--- src/rtl/fp_pkg.sv ---
// Shared definitions for the floating-point datapath: default binary16 widths,
// exponent bias helper, special-value constants and operand classification.
package fp_pkg;

   localparam int DEF_EXP_WIDTH  = 5;
   localparam int DEF_MANT_WIDTH = 10;

   localparam logic [DEF_EXP_WIDTH-1:0]  EXP_ALL_ONES = '1;
   localparam logic [DEF_MANT_WIDTH-1:0] QNAN_MANT    = {1'b1, {(DEF_MANT_WIDTH-1){1'b0}}};

   typedef enum logic [1:0] {
      ZERO,
      NORMAL,
      INF,
      NAN
   } fp_class_e;

   function automatic int expBias(input int expWidth);
      return (1 << (expWidth - 1)) - 1;
   endfunction

endpackage

--- src/rtl/fp_lzc.sv ---
// Leading-zero counter; an all-zero input reports WIDTH.
module fp_lzc #(
   parameter int WIDTH       = 14,
   parameter int COUNT_WIDTH = 4
) (
   input  logic [WIDTH-1:0]       i_data,
   output logic [COUNT_WIDTH-1:0] o_count
);

   // Scanning upward lets the most significant set bit win.
   always_comb begin
      o_count = COUNT_WIDTH'(WIDTH);
      for (int i = 0; i < WIDTH; i++) begin
         if (i_data[i]) begin
            o_count = COUNT_WIDTH'(WIDTH - 1 - i);
         end
      end
   end

endmodule

--- src/rtl/fp_add2.sv ---
// Two-stage pipelined floating-point adder: stage 1 classifies, orders, aligns
// and adds; stage 2 normalises, rounds to nearest-even and packs the result.
module fp_add2
   import fp_pkg::*;
#(
   parameter int EXPONENT_WIDTH = DEF_EXP_WIDTH,
   parameter int MANTISSA_WIDTH = DEF_MANT_WIDTH
) (
   input  logic                                     clk,
   input  logic                                     rst_n,
   input  logic [EXPONENT_WIDTH+MANTISSA_WIDTH:0]   A_FP,
   input  logic [EXPONENT_WIDTH+MANTISSA_WIDTH:0]   B_FP,
   output logic                                     sign,
   output logic [EXPONENT_WIDTH-1:0]                exponent,
   output logic [MANTISSA_WIDTH-1:0]                mantissa
);

   localparam int EW  = EXPONENT_WIDTH;
   localparam int MW  = MANTISSA_WIDTH;
   localparam int W   = EW + MW + 1;
   localparam int AW  = MW + 3;
   localparam int SW  = MW + 4;
   localparam int CW  = $clog2(SW + 1);
   localparam int EXW = EW + 2;

   localparam logic [EW-1:0]         EXP_ONES = '1;
   localparam logic [MW-1:0]         QNAN     = {1'b1, {(MW-1){1'b0}}};
   localparam logic signed [EXW-1:0] ONE_S    = 1;
   localparam logic signed [EXW-1:0] ZERO_S   = 0;
   localparam logic signed [EXW-1:0] ONES_S   = {2'b00, EXP_ONES};

   logic            w_sA, w_sB, w_sL, w_sub, w_zeroS, w_aIsLarge;
   logic [EW-1:0]   w_eA, w_eB, w_eL, w_eS, w_expDiff;
   logic [MW-1:0]   w_mA, w_mB, w_mL, w_mS;
   fp_class_e       w_clsA, w_clsB;
   logic [EW+MW-1:0] w_keyA, w_keyB;
   int              w_shiftAmt;
   logic [AW-1:0]   w_sigS;
   logic [2*AW-1:0] w_shifted;
   logic [SW-1:0]   w_largeExt, w_smallAligned;
   logic [SW:0]     w_sum;
   logic            w_special;
   logic [W-1:0]    w_specRes;

   logic            r_s1Special, r_s1Sign;
   logic [W-1:0]    r_s1SpecRes;
   logic [EW-1:0]   r_s1Exp;
   logic [SW:0]     r_s1Sum;

   logic            r_sign;
   logic [EW-1:0]   r_exponent;
   logic [MW-1:0]   r_mantissa;

   assign w_sA = A_FP[W-1];
   assign w_eA = A_FP[W-2:MW];
   assign w_mA = A_FP[MW-1:0];
   assign w_sB = B_FP[W-1];
   assign w_eB = B_FP[W-2:MW];
   assign w_mB = B_FP[MW-1:0];

   // Subnormals fall into ZERO here, which is what flushes them.
   always_comb begin
      w_clsA = NORMAL;
      w_clsB = NORMAL;
      if (w_eA == '0)            w_clsA = ZERO;
      else if (w_eA == EXP_ONES) w_clsA = (w_mA == '0) ? INF : NAN;
      if (w_eB == '0)            w_clsB = ZERO;
      else if (w_eB == EXP_ONES) w_clsB = (w_mB == '0) ? INF : NAN;
   end

   assign w_keyA     = (w_clsA == ZERO) ? '0 : {w_eA, w_mA};
   assign w_keyB     = (w_clsB == ZERO) ? '0 : {w_eB, w_mB};
   assign w_aIsLarge = (w_keyA >= w_keyB);
   assign w_sub      = w_sA ^ w_sB;

   always_comb begin
      w_sL    = w_sB;
      w_eL    = w_eB;
      w_mL    = w_mB;
      w_eS    = w_eA;
      w_mS    = w_mA;
      w_zeroS = (w_clsA == ZERO);
      if (w_aIsLarge) begin
         w_sL    = w_sA;
         w_eL    = w_eA;
         w_mL    = w_mA;
         w_eS    = w_eB;
         w_mS    = w_mB;
         w_zeroS = (w_clsB == ZERO);
      end
   end

   // The lower half of the shift window collects everything pushed past the
   // round bit, so a clamp at AW still folds the whole operand into sticky.
   assign w_expDiff      = w_eL - w_eS;
   assign w_shiftAmt     = (int'(w_expDiff) >= AW) ? AW : int'(w_expDiff);
   assign w_sigS         = w_zeroS ? '0 : {1'b1, w_mS, 2'b00};
   assign w_shifted      = {w_sigS, {AW{1'b0}}} >> w_shiftAmt;
   assign w_smallAligned = {w_shifted[2*AW-1:AW], |w_shifted[AW-1:0]};
   assign w_largeExt     = {1'b1, w_mL, 3'b000};
   assign w_sum          = w_sub ? ({1'b0, w_largeExt} - {1'b0, w_smallAligned})
                                 : ({1'b0, w_largeExt} + {1'b0, w_smallAligned});

   always_comb begin
      w_special = 1'b0;
      w_specRes = '0;
      if ((w_clsA == NAN) || (w_clsB == NAN) ||
          ((w_clsA == INF) && (w_clsB == INF) && w_sub)) begin
         w_special = 1'b1;
         w_specRes = {1'b0, EXP_ONES, QNAN};
      end else if (w_clsA == INF) begin
         w_special = 1'b1;
         w_specRes = A_FP;
      end else if (w_clsB == INF) begin
         w_special = 1'b1;
         w_specRes = B_FP;
      end else if ((w_clsA == ZERO) && (w_clsB == ZERO)) begin
         w_special = 1'b1;
         w_specRes = {w_sA & w_sB, {(W-1){1'b0}}};
      end
   end

   // Stage 1 register: aligned sum plus any special-case result.
   always_ff @(posedge clk or negedge rst_n) begin
      if (!rst_n) begin
         r_s1Special <= 1'b0;
         r_s1SpecRes <= '0;
         r_s1Sign    <= 1'b0;
         r_s1Exp     <= '0;
         r_s1Sum     <= '0;
      end else begin
         r_s1Special <= w_special;
         r_s1SpecRes <= w_specRes;
         r_s1Sign    <= w_sL;
         r_s1Exp     <= w_eL;
         r_s1Sum     <= w_sum;
      end
   end

   logic [CW-1:0]         w_lz;
   logic [SW-1:0]         w_norm;
   logic signed [EXW-1:0] w_expBase, w_expNorm, w_expFinal;
   logic                  w_roundUp;
   logic [MW+1:0]         w_mantR;
   logic [MW-1:0]         w_mantFinal;
   logic [W-1:0]          w_result;

   fp_lzc #(
      .WIDTH       (SW),
      .COUNT_WIDTH (CW)
   ) u_lzc (
      .i_data  (r_s1Sum[SW-1:0]),
      .o_count (w_lz)
   );

   assign w_expBase = {2'b00, r_s1Exp};

   // A carry-out keeps the dropped bit alive by folding it into sticky.
   always_comb begin
      if (r_s1Sum[SW]) begin
         w_norm    = {r_s1Sum[SW:2], r_s1Sum[1] | r_s1Sum[0]};
         w_expNorm = w_expBase + ONE_S;
      end else begin
         w_norm    = r_s1Sum[SW-1:0] << w_lz;
         w_expNorm = w_expBase - EXW'(w_lz);
      end
   end

   assign w_roundUp   = w_norm[2] & (w_norm[1] | w_norm[0] | w_norm[3]);
   assign w_mantR     = {1'b0, w_norm[SW-1:3]} + {{(MW+1){1'b0}}, w_roundUp};
   assign w_expFinal  = w_expNorm + (w_mantR[MW+1] ? ONE_S : ZERO_S);
   assign w_mantFinal = w_mantR[MW+1] ? w_mantR[MW:1] : w_mantR[MW-1:0];

   always_comb begin
      w_result = {r_s1Sign, w_expFinal[EW-1:0], w_mantFinal};
      if (r_s1Special)                w_result = r_s1SpecRes;
      else if (r_s1Sum == '0)         w_result = '0;
      else if (w_expNorm <= ZERO_S)   w_result = {r_s1Sign, {(W-1){1'b0}}};
      else if (w_expFinal >= ONES_S)  w_result = {r_s1Sign, EXP_ONES, {MW{1'b0}}};
   end

   always_ff @(posedge clk or negedge rst_n) begin
      if (!rst_n) begin
         r_sign     <= 1'b0;
         r_exponent <= '0;
         r_mantissa <= '0;
      end else begin
         r_sign     <= w_result[W-1];
         r_exponent <= w_result[W-2:MW];
         r_mantissa <= w_result[MW-1:0];
      end
   end

   assign sign     = r_sign;
   assign exponent = r_exponent;
   assign mantissa = r_mantissa;

endmodule

--- config.mk ---
export PLATFORM = sky130hd
export DESIGN_NAME = fp_add2
export DESIGN_NICKNAME = d
export VERILOG_FILES = /design/src/rtl/fp_pkg.sv /design/src/rtl/fp_lzc.sv /design/src/rtl/fp_add2.sv
export SDC_FILE = /design/constraint.sdc
export NUM_CORES = 1
export LEC_CHECK = 0
export ABC_CLOCK_PERIOD_IN_PS = 5400
export CAP_MARGIN = 40
export CELL_PAD_IN_SITES_DETAIL_PLACEMENT = 2
export CELL_PAD_IN_SITES_GLOBAL_PLACEMENT = 2
export CORE_MARGIN = 3
export CORE_UTILIZATION = 32
export DETAILED_ROUTE_END_ITERATION = 8
export PLACE_DENSITY_LB_ADDON = 0.05
export RECOVER_POWER = 100
export SYNTH_ARGS = -nofsm -noshare
export SYNTH_HDL_FRONTEND = slang
export SYNTH_HIERARCHICAL = 1
export SYNTH_SLANG_ARGS = --single-unit
--- constraint.sdc ---
create_clock -name clk -period 5.4 [get_ports clk]
set_input_delay 1.08 -clock clk [delete_from_list [all_inputs] [get_ports clk]]
set_output_delay 1.08 -clock clk [all_outputs]
set_load 0.05 [all_outputs]
Word level (Yosys, flattened, before mapping):

Cells that the tools add are included.

* logic and storage cells: 93
* output and inout port bits: 16
* memory bits (writable): 0
* memory bits (read-only): 0
* register bits: 54
* bits in latches: 0
* memories kept: 0
* bits of input ports: 34

* reductions and logical operators: 13
* add/sub/neg operators: 7
* shift operators: 2
* $mul: 0
* divide/modulo/power cells: 0
* equality and inequality tests: 6
* mux-type cells: 47
* $lt $le $gt $ge: 4
* bitwise operators: 6

Operator list (count)
* $mux 16: 6
* $mux 15: 5
* $mux 4: 8
* $mux 10: 3
* $shr 26x5->26: 1
* $logic_not 10->1: 2
* $add 14x14->15: 1
* $ge 15x15->1: 1
* $logic_not 15->1: 1
* $mux 5: 3
* $sub 14x14->15: 1
* $mux 14: 1
* $shl 14x4->14: 1
* $mux 13: 1
* $reduce_or 13->1: 1
* $add 11x1->12: 1
* $mux 2: 6
* $mux 3: 4
* $eq 5x5->1 const B: 2
* $logic_not 5->1: 2
* $mux 1: 9
* $eq 2x2->1 const B: 4
* $add 7x2->7: 1
* $ge 7x6->1 const B: 1
* 12 further kinds: 19

Depth between registers and ports, before layout:

Gate-level depths: netlist of run 1.

* depth in word-level cells: 27
* mapped depth: 40
* depth with buffers taken out: 36

By module:

Netlist of run 1, hierarchy kept.

By module, submodules not included
* fp_add2: sequential area each 1351.3 sq um, area each 5915.7 sq um, cells each 756, times used 1
* fp_lzc: sequential area each 0.0 sq um, area each 146.4 sq um, cells each 25, times used 1

Worst setup path before layout of run 1:

No wires, ideal clock.

* path type: input port to flip-flop
* start point: input port B_FP[12]
* end point: register r_s1Sum[13]
* setup slack: -2.352 ns
* arrival time: 7.622 ns
* cell stages on the path: 39
* required time: 5.270 ns
* library setup time: 0.130 ns
* path buffers: 5
* cells stage by stage: clkbuf_1 inv_1 nand3_1 clkbuf_1 nand2_1 ha_1 nand4_1 or2_1 a21o_1 nand2_1 clkbuf_1 clkbuf_1 a21oi_1 ha_1 or4_4 xor2_4 nand4_2 buf_6 (+3 left out) mux2i_1 o21a_1 inv_1 ha_1 fa_1 a21oi_1 nor2_1 nor2_1 nor2_1 nor2_1 o21bai_1 a21oi_1 o21bai_1 a21oi_1 o211ai_1 o21ai_0 a211oi_2 xor2_1

* cells in the longest elaborated chain, start to end: 14
* elaborated cells between the ends (all ways): 21
* classes of those cells: add/sub (3); order compare (2); eq/ne (1); shift (1); mux (11); reduce/logical (3)

Ends and longest elaborated chain
* start: declaration: line fp_add2.sv:12 `input logic [EXPONENT_WIDTH+MANTISSA_WIDTH:0] B_FP,`
* $eq 5x5->1: line fp_add2.sv:68 `else if (w_eB == EXP_ONES) w_clsB = (w_mB == '0) ? INF : NAN;`
* $mux 2: line fp_add2.sv:68
* $mux 2: line fp_add2.sv:67 `if (w_eB == '0) w_clsB = ZERO;`
* $logic_not 2->1: line fp_add2.sv:72, fp_add2.sv:89
* $mux 15: line fp_add2.sv:72 `assign w_keyB = (w_clsB == ZERO) ? '0 : {w_eB, w_mB};`
* $ge 15x15->1: line fp_add2.sv:73 `assign w_aIsLarge = (w_keyA >= w_keyB);`
* $mux 5: line fp_add2.sv:83 `if (w_aIsLarge) begin`
* $sub 5x5->5: line fp_add2.sv:95 `assign w_expDiff = w_eL - w_eS;`
* $ge 5x4->1: line fp_add2.sv:96 `assign w_shiftAmt = (int'(w_expDiff) >= AW) ? AW : int'(w_expDiff);`
* $mux 5: line fp_add2.sv:96
* $shr 26x5->26: line fp_add2.sv:98 `assign w_shifted = {w_sigS, {AW{1'b0}}} >> w_shiftAmt;`
* $reduce_or 13->1: line fp_add2.sv:99 `assign w_smallAligned = {w_shifted[2*AW-1:AW], |w_shifted[AW-1:0]};`
* $add 14x14->15 or $sub 14x14->15 (tied branches): line fp_add2.sv:102, fp_add2.sv:101
* $mux 15 (*): line fp_add2.sv:101 `assign w_sum = w_sub ? ({1'b0, w_largeExt} - {1'b0, w_smallAligned})`
* net w_sum[13]: line fp_add2.sv:41 `logic [SW:0] w_sum;`
* end signal: assignment: line fp_add2.sv:136 `r_s1Sum <= w_sum;`
* end: declaration: line fp_add2.sv:48 `logic [SW:0] r_s1Sum;`

Mark *: on every way through the listed nets, which the timed path passes. The rest lies on a longest branch.

Final worst setup path of run 1:

* start point: input port B_FP[10]
* end point: register r_s1Sum[14]

Same word-level chain as after synthesis.

==> flow_metrics.py, run 1 <==
metrics = {
    "outcome": {
        "status": "complete, but fails checks",
        "violations": "max-capacitance violations, max-slew violations, negative setup slack",
    },
    "critical_path": {
        "critPathMaxFanout": 6,
        "r2r_cells": 27,
        "rrSetupSlack_ns": -0.44,
        "cp.required_ns": 5.59,
        "r2r-start": "r_s1Sum[2]",
        "worst-setup-path-type": "in2reg",
        "cp.arrival_ns": 7.96,
        "reg2reg_to": "exponent[1]",
        "endpoint_kind": "flip-flop",
        "cp_slowest_stage_delay_ns": 0.49,
        "start_kind": "primary input",
        "crit_slowest_cell": "nor3_1",
        "crit_path_end": "r_s1Sum[14]",
        "crit_start": "B_FP[10]",
        "cp_common_cell": "nor2_1",
    },
    "cts": {
        "clockRootBuffer": "clkbuf_16",
        "clockBufferDepth": 2,
        "cts.clk_slew.worst_paths_ns": 0.08,
        "cts_max_level": 2,
        "cts_tree": "yes",
        "clock-sinks": 54,
        "cts_made_buffers": 5,
        "clk_latency_ns": 0.31,
    },
    "floorplanning": {
        "die_h_um": 143.6,
        "fp.dieW_um": 143.6,
        "core_um2": 18270,
        "dieArea_um2": 20630,
        "num_rows": 49,
        "ioPinCount": 50,
        "start_util_pct": 33.18,
    },
    "sta": {
        "final-setup-viol-count": 30,
        "max_clock_freq_mhz": 128.6,
        "setup-tns-final_ns": -29.59,
        "fin_crit_ns": 7.775,
        "timing.final.crit_share_pct": 144.0,
        "worstMarginPinSlew_ns": 3.110,
        "hold_viol_final": 0,
        "rsz0062_at_grt": "yes",
        "holdWs_ns": 0.5203,
        "worst_clock_skew_ns": 0.006737,
        "relSlewSlack_pct": -107.3,
        "worst_slack_ns": -2.375,
        "drv_slew": 55,
    },
    "global_route": {
        "track_usage_pct": 36.49,
        "grt_pass1_wl_um": 57340,
        "grt_overflow_total": 0,
        "grt_max_degree": 55,
        "grt_pass1_vias": 9282,
        "antenna_found_initial": 2,
    },
    "power": {
        "leakage_nw": 4.579,
        "p_per_area_nw_per_um2": 453.0,
        "ir_drop_v": 0.0001758,
        "power_mw": 4.564,
    },
    "yosys": {
        "yosysWarningCount": 6,
        "synthesis.area_um2": 6062,
        "ys_ff_latch": 54,
        "syn_area_per_cell_um2": 7.762,
        "synth_ff_type": "dfrtp_1",
        "ys_seq_area_share_pct": 22.29,
        "synth_enable_flop_cells": 0,
        "synthCells": 781,
        "async_flop_share_pct": 100.0,
        "yosysUniqueCellTypes": 89,
    },
    "routing": {
        "dr.pass1.iters": 5,
        "num_vias": 8633,
        "viasPerCell": 6.433,
        "remaining_drc_errors": 0,
        "wire_per_inst_um": 34.26,
        "drt_iter0_markers": 568,
        "routed_wirelength_um": 45980,
        "ant_nets": 0,
    },
    "cells_and_area": {
        "fin_cells": 1342,
        "multi_input_area_um2": 5269,
        "syn_to_final_growth_pct": 66.19,
        "num-fill-cells": 1912,
        "regArea_um2": 1353,
        "final_cell_mix": "buf_4 (273), nand2_1 (86), nor2_1 (66), dfrtp_1 (53)",
        "final_core_util_pct": 55.14,
        "nets": 1192,
        "final_common_cell": "buf_4",
        "drive_gt1_share_pct": 45.18,
    },
    "job": {
        "maxCapViolCount": 1,
    },
    "place": {
        "portBuffers": 49,
        "hpwlAfterDp_um": 24420,
        "dp.cells": 1264,
        "place.gp.congestion": 0.8974,
    },
    "hold_path": {
        "hp-class": "reg2reg",
    },
}
-- layout make-up --
type,count,share of cell area (%)
Antenna cell,2,0.04968
Clock buffer,5,1.242
Clock inverter,3,0.2608
Inverter,50,1.962
Multi-Input combinational cell,652,52.30
Sequential cell,54,13.43
Tap cell,229,2.844
Timing Repair Buffer,347,27.92
-- per-stage QoR --
step           setup WS (ns)  instance area [µm²]
2_1_floorplan         -1.598                 6347
3_3_place_gp          -2.049                 8670
3_5_place_dp          -2.407                 8670
4_1_cts               -1.640                 9403
5_1_grt               -2.538                10070
6_report              -2.375                10070
-- per-layer routing --
layer	vias up	global-route usage [%]	wire (µm)
li1	3482	-	-
met3	264	3.894	2566
met1	4347	39.19	16160
met5	-	0	0
met2	540	69.97	23360
met4	0	18.63	3902
-- logic make-up after synthesis --
group,after synthesis,share of synthesized area (%)
multiplexers,45,8.380
flip-flops,54,22.29
other,1,0.06186
adder cells (fa/ha/maj),49,10.32
XOR/XNOR,33,5.077
buffers and inverters,84,5.366
AND/OR/NAND/NOR,306,24.89
AO/OA/AOI/OAI,209,23.61
-- synthesized netlist by cell type (12+ instances only) --
cell type | count | area [µm²]
nand3_1 | 28 | 140.1
mux2_2 | 19 | 214.0
a21oi_1 | 53 | 265.3
o21ai_0 | 48 | 240.2
nor2_1 | 74 | 277.8
xnor2_1 | 22 | 192.7
inv_1 | 49 | 183.9
nor4_1 | 12 | 75.07
clkbuf_1 | 30 | 112.6
dfrtp_1 | 54 | 1351
nor3_1 | 23 | 115.1
mux2i_1 | 22 | 220.2
nand2_1 | 102 | 382.9
ha_1 | 46 | 575.6
-- report_power, final --
group	switching [mW]	internal (mW)	leakage, nW
clock network	0.178	0.177	0.0748
registers	0.0891	0.519	0.657
logic	2.08	1.52	3.85
total	2.35	2.21	4.58
-- flip-flops by register name, summed over array words and instances, names as in the netlist --
| register | cells |
|---|---|
| r_s1SpecRes | 16 |
| mantissa | 10 |
| r_s1Sign | 1 |
| exponent | 5 |
| r_s1Special | 1 |
| r_s1Sum | 15 |
| r_s1Exp | 5 |
| sign | 1 |
-- worst min path at each step --
stage,cells past startpoint,end,start,slack (ns)
global route,2,exponent[3],r_s1SpecRes[13],0.52
detailed placement,2,exponent[4],r_s1SpecRes[14],0.45
finish,2,exponent[0],r_s1SpecRes[10],0.52
CTS,2,exponent[4],r_s1SpecRes[14],0.47
global placement,2,exponent[0],r_s1SpecRes[10],0.44
floorplan,2,exponent[4],r_s1SpecRes[14],0.41
-- critical path: cells and delay by family --
| kind | cells | cell delay [ns] |
|---|---|---|
| mux | 2 | 0.38 |
| simple gates | 15 | 2.62 |
| compound gates | 11 | 2.29 |
| fa+ha+maj | 3 | 0.65 |
| buf+inv | 7 | 0.91 |
-- repair_timing --
action | 4_1_cts | 5_1_grt
hold buffers | 0 | 0
setup endpoints to repair | 30 | 30
gates cloned | 1 | 0
pin swaps | 54 | 50
gates resized for setup | 114 | 90
setup buffers | 39 | 32
No activity file was read; power rests on OpenSTA's default activity.
==> run 2: changes to the inputs <==
Settings changed: CORE_MARGIN 3 to unset, TNS_END_PERCENT set to 20.
==> run 2 against run 1 <==
Clock power up 3%; the flow still finishes with violations (max-capacitance violations, max-slew violations, negative setup slack); hold slack got worse by 0.027 ns; largest cell class unchanged; via count fell by 3.1%; sequential share of layout area increased by 0.65 points.
==> flow_metrics.py, run 2 (synthesis gave the netlist of run 1 again) <==
metrics = {
    "sta": {
        "worstMarginPinSlew_ns": 3.144,
        "timing.final.crit_share_pct": 138.1,
        "setup-tns-final_ns": -31.85,
        "drv_slew": 55,
        "final-setup-viol-count": 30,
        "hold_viol_final": 0,
        "max_clock_freq_mhz": 134.1,
        "rsz0062_at_grt": "yes",
        "relSlewSlack_pct": -109.6,
        "worst_clock_skew_ns": 0.01561,
        "worst_slack_ns": -2.056,
        "fin_crit_ns": 7.456,
    },
    "cells_and_area": {
        "num-fill-cells": 1969,
        "multi_input_area_um2": 5044,
        "final_cell_area_um2": 9607,
        "largest_register_ffs": 16,
        "drive_gt1_share_pct": 40.75,
        "top_register": "r_s1SpecRes",
        "nets": 1168,
        "syn_to_final_growth_pct": 58.47,
        "regArea_um2": 1353,
        "final_common_cell": "buf_4",
        "antenna_cells": 0,
        "final_cell_mix": "buf_4 (260), nand2_1 (88), nor2_1 (70), dfrtp_1 (53), o21ai_0 (43)",
    },
    "critical_path": {
        "cp.arrival_ns": 7.65,
        "r2r-start": "r_s1Sum[3]",
        "critPathMaxFanout": 8,
        "rrSetupSlack_ns": -0.87,
        "reg2reg_to": "mantissa[3]",
        "r2r_cells": 26,
        "endpoint_kind": "flip-flop",
        "start_kind": "primary input",
        "worst-setup-path-type": "in2reg",
        "cp_common_cell": "nor2_1",
        "crit_slowest_cell": "a2111oi_4",
        "cp_slowest_stage_delay_ns": 0.35,
        "cp.required_ns": 5.59,
    },
    "floorplanning": {
        "core_um2": 18270,
        "ioPinCount": 50,
        "dieArea_um2": 19500,
        "die_h_um": 139.6,
        "fp.dieW_um": 139.6,
        "start_util_pct": 33.18,
        "num_rows": 49,
    },
    "power": {
        "power_mw": 4.131,
        "clockPowerShare_pct": 8.9,
        "comb_power_share_pct": 76.2,
        "p_per_area_nw_per_um2": 430.0,
        "power.internal_mw": 2.009,
        "swShare_pct": 51.37,
        "ir_drop_v": 0.0001827,
        "p_switching_mw": 2.122,
        "leakage_nw": 4.426,
        "pwr-share-seq_pct": 15.0,
    },
    "place": {
        "portBuffers": 49,
        "postPlaceCellArea_um2": 8586,
        "post-place-ws_ns": -2.364,
        "hpwlAfterDp_um": 23210,
        "place.gp.congestion": 0.9642,
    },
    "cts": {
        "clockRootBuffer": "clkbuf_16",
        "clock-sinks": 54,
        "clockBufferDepth": 2,
        "clk_latency_ns": 0.32,
        "cts_tree": "yes",
        "cts_made_buffers": 5,
        "cts.clk_slew.worst_paths_ns": 0.09,
        "cts_max_level": 2,
    },
    "routing": {
        "wire_per_inst_um": 32.46,
        "dr.pass1.iters": 5,
        "viasPerCell": 6.356,
        "num_vias": 8365,
        "remaining_drc_errors": 0,
        "drt_iter0_markers": 511,
        "ant_nets": 0,
        "routed_wirelength_um": 42720,
    },
    "global_route": {
        "grt_overflow_total": 0,
        "grt_pass1_vias": 9151,
        "grt_max_degree": 55,
        "grt_pass1_wl_um": 56310,
        "antenna_found_initial": 1,
        "track_usage_pct": 37.79,
    },
    "outcome": {
        "violations": "max-capacitance violations, max-slew violations, negative setup slack",
        "status": "complete, but fails checks",
    },
    "job": {
        "maxCapViolCount": 1,
    },
    "hold_path": {
        "hp-class": "reg2reg",
        "whs_path_depth": 2,
        "min_from": "r_s1SpecRes[14]",
        "min_to": "exponent[4]",
    },
}
-- run 2: cell type report --
type                    count  area share [%]
repair buffers            324           26.83
flip-flops and latches     54           14.08
inverters                  50           2.006
clock inverters             3          0.2996
clock buffers               5           1.302
multi-input cells         651           52.50
well taps                 229           2.983
-- run 2: power by group through the flow --
stage / Sequential (mW) / Combinational (mW) / Clock, mW
after floorplan: 0.796 / 1.19 / 0
after CTS: 0.606 / 2.73 / 0.349
final: 0.619 / 3.15 / 0.366
after global placement: 0.604 / 2.42 / 0
after global routing: 0.630 / 3.24 / 0.374
after detailed placement: 0.613 / 2.53 / 0
-- run 2: through the flow --
stage	cells	hold WS [ns]	utilization, %
2_1_floorplan	789	0.4143	-
3_3_place_gp	1263	0.4351	46.99
3_5_place_dp	1263	0.4442	46.99
4_1_cts	1306	0.4774	50.79
5_1_grt	1316	0.5139	52.58
6_report	1316	0.4929	52.58
-- run 2: what timing repair did --
| action | 4_1_cts | 5_1_grt |
|---|---|---|
| gates cloned | 1 | 0 |
| setup endpoints to repair | 30 | 30 |
| setup buffers | 36 | 11 |
| pin swaps | 65 | 51 |
| gates resized for setup | 104 | 59 |
| hold buffers | 0 | 0 |
-- run 2: how the worst max path moves through the flow --
stage	start	to	slack [ns]	cells past startpoint
floorplan	A_FP[13]	r_s1Sum[13]	-1.60	40
global placement	A_FP[10]	r_s1Sum[14]	-2.13	32
detailed placement	A_FP[10]	r_s1Sum[14]	-2.36	33
CTS	A_FP[12]	r_s1Sum[13]	-1.45	37
global route	B_FP[14]	r_s1Sum[14]	-2.17	37
finish	B_FP[14]	r_s1Sum[14]	-2.06	37
-- run 2: metal layers --
| metal | vias up | track usage (%) | share of wire (%) |
|---|---|---|---|
| met5 | - | 0 | 0.030 |
| met4 | 2 | 17.87 | 8.2 |
| met3 | 252 | 3.751 | 5.0 |
| met2 | 475 | 72.39 | 51 |
| met1 | 4218 | 41.56 | 36 |
| li1 | 3418 | - | - |
-- run 2: worst max-delay path, delay by kind of cell --
kind	cells	cell delay [ns]
buf+inv	5	0.76
fa+ha+maj	3	0.71
simple gates	15	2.40
compound gates	14	2.68
==> run 3: changes to the inputs <==
Settings changed: CORE_UTILIZATION 32 to 30, SYNTH_HIERARCHICAL 1 to unset.
==> run 3 against run 2 <==
The flow still finishes with violations (max-capacitance violations, max-slew violations, negative setup slack); register-to-register slack better by 1.0 ns; sequential power rose by 3.7%; synthesized cell count up 3.6%; critical path depth decreased by 4; cell count is 4.0% higher; sequential share of layout area is 0.20 points lower; first-iteration DRC count down 43%; fmax up 2.7%; highest routed layer is now met4; largest power group unchanged; flip-flop and latch count is the same; routed wire length down 22%; clock skew is 0.012 ns lower; non-clock buffer count fell by 9.
==> flow_metrics.py, run 3 <==
metrics = {
    "outcome": {
        "status": "complete, but fails checks",
        "violations": "max-capacitance violations, max-slew violations, negative setup slack",
    },
    "place": {
        "dp.cells": 1297,
        "post-place-ws_ns": -2.360,
        "place.gp.congestion": 0.9251,
        "hpwlAfterDp_um": 22520,
        "portBuffers": 49,
        "postPlaceCellArea_um2": 8453,
    },
    "sta": {
        "rsz0062_at_grt": "yes",
        "drv_slew": 55,
        "relSlewSlack_pct": -99.81,
        "worst_clock_skew_ns": 0.003787,
        "fin_crit_ns": 7.262,
        "worst_slack_ns": -1.862,
        "final-setup-viol-count": 15,
        "max_clock_freq_mhz": 137.7,
        "hold_viol_final": 0,
        "worstMarginPinSlew_ns": 2.997,
        "timing.final.crit_share_pct": 134.5,
        "holdWs_ns": 0.4755,
    },
    "routing": {
        "viasPerCell": 5.553,
        "ant_nets": 0,
        "num_vias": 7596,
        "wire_per_inst_um": 24.33,
        "dr.pass1.iters": 5,
        "routed_wirelength_um": 33290,
        "drt_iter0_markers": 293,
        "remaining_drc_errors": 0,
    },
    "critical_path": {
        "r2r_cells": 23,
        "cp_num_cells": 33,
        "start_kind": "primary input",
        "crit_start": "B_FP[13]",
        "worst-setup-path-type": "in2reg",
        "critPathBufInv": 5,
        "cp.required_ns": 5.59,
        "r2r-start": "r_s1Sum[1]",
        "crit_path_end": "r_s1Sum[12]",
        "reg2reg_to": "mantissa[1]",
        "endpoint_kind": "flip-flop",
        "crit_slowest_cell": "a2111o_1",
        "crit_family": "compound AO/OA/AOI/OAI gates",
        "critPathMaxFanout": 5,
        "cp_slowest_stage_delay_ns": 0.46,
        "rrSetupSlack_ns": 0.13,
        "cp.arrival_ns": 7.45,
    },
    "yosys": {
        "yosysUniqueCellTypes": 89,
        "synth_top_cell_area_share_pct": 21.96,
        "synthCells": 809,
        "yosys-top-cells-count": "nand2_1 (143), nor2_1 (74), dfrtp_1 (54), a21oi_1 (51), ha_1 (46)",
        "async_flop_share_pct": 100.0,
        "ys_seq_area_share_pct": 21.96,
        "synth_top_area_cell": "dfrtp_1",
        "synth_enable_flop_cells": 0,
        "synthesis.area_um2": 6152,
        "yosysWarningCount": 0,
        "synth.area.top_cells": "dfrtp_1 (22%), ha_1 (9.4%), nand2_1 (8.7%)",
        "ys_ff_latch": 54,
        "synth_ff_type": "dfrtp_1",
        "synth.most_common_cell": "nand2_1",
        "syn_area_per_cell_um2": 7.605,
    },
    "cts": {
        "cts_made_buffers": 5,
        "clockBufferDepth": 2,
        "cts_max_level": 2,
        "clock-sinks": 54,
        "hold_buffers": 0,
        "clk_latency_ns": 0.30,
        "cts.clk_slew.worst_paths_ns": 0.07,
        "cts_tree": "yes",
        "clockRootBuffer": "clkbuf_16",
    },
    "cells_and_area": {
        "syn_to_final_growth_pct": 58.43,
        "final_cell_mix": "buf_4 (254), nand2_1 (122), nor2_1 (66), dfrtp_1 (53), a21oi_1 (37)",
        "fin_cells": 1368,
        "top_register": "r_s1SpecRes",
        "nets": 1180,
        "final_common_cell": "buf_4",
        "largest_register_ffs": 16,
        "final_cell_area_um2": 9747,
        "drive_gt1_share_pct": 39.71,
        "antenna_cells": 0,
    },
    "global_route": {
        "antenna_found_initial": 0,
        "grt_pass1_vias": 8611,
        "grt_pass1_wl_um": 49110,
        "track_usage_pct": 29.71,
        "grt_max_degree": 55,
        "grt_overflow_total": 0,
    },
    "floorplanning": {
        "dieArea_um2": 21080,
        "die_h_um": 145.2,
        "fp.dieW_um": 145.2,
        "core_um2": 20170,
        "start_util_pct": 30.50,
        "ioPinCount": 50,
        "num_rows": 52,
    },
    "power": {
        "power_mw": 3.724,
        "p_per_area_nw_per_um2": 382.1,
        "leakage_nw": 4.567,
        "ir_drop_v": 0.0001636,
    },
    "hold_path": {
        "hp-class": "reg2reg",
    },
    "job": {
        "maxCapViolCount": 1,
    },
}
## run 3: cell types whose count changed after synthesis, moves of 5 or more
cell,delta
a21o_1,+6
nor4_1,-8
o21ai_1,-5
nand2_1,+41
mux2i_1,+7
nand3_1,-12
o21ai_0,-6
nor3_1,-6
a211oi_2,-5
## run 3: power by group
group | internal (mW) | switching [mW]
logic | 1.22 | 1.55
clock network | 0.170 | 0.143
registers | 0.521 | 0.121
## run 3: cell type report
| type | count | area [µm²] |
|---|---|---|
| Clock buffer | 6 | 128.9 |
| Tap cell | 270 | 337.8 |
| Fill cell | 2210 | 10420 |
| Inverter | 47 | 176.4 |
| Timing Repair Buffer | 315 | 2517 |
| Multi-Input combinational cell | 675 | 5226 |
| Sequential cell | 54 | 1353 |
| Clock inverter | 1 | 7.507 |
## run 3: logic make-up after synthesis
family          after synthesis  synth area share, %
other cells                   1              0.06095
fa+ha+maj                    49                10.17
mux                          53                9.396
simple gates                309                22.57
buf+inv                      88                5.816
xor+xnor                     30                4.271
flops                        54                21.96
compound gates              225                25.75
## run 3: metrics by stage
stage          util [%]  TNS [ns]
3_5_place_dp      41.91    -27.12
6_report          48.33    -19.56
4_1_cts           47.05    -13.89
2_1_floorplan         -    -15.56
5_1_grt           48.33    -23.18
3_3_place_gp      41.91    -23.01
## run 3: worst min-delay path: cells and delay by family, from the launching register on
kind	cells	cell delay, ns
and+or+nand+nor	2	0.10
DFF	1	0.34
## run 3: repair_timing
action,CTS,global route
setup buffers,51,17
setup endpoints to repair,24,30
pin swaps,64,64
resized for setup,145,52
cloned,1,0
## run 3: metal layers
metal  global-route usage [%]  wire length, µm
met5                        0                0
met4                    12.26             1425
met3                    2.579              765
met2                    57.40            17820
met1                    32.96            13280
## run 3: worst min-delay path by stage
stage	startpoint	end	slack (ns)	cells after the start
final	r_s1SpecRes[11]	exponent[1]	0.48	2
after global routing	r_s1SpecRes[7]	mantissa[7]	0.50	1
after CTS	r_s1SpecRes[12]	exponent[2]	0.48	2
after detailed placement	r_s1SpecRes[12]	exponent[2]	0.46	2
after global placement	r_s1SpecRes[11]	exponent[1]	0.44	2
after floorplan	r_s1SpecRes[14]	exponent[4]	0.41	2
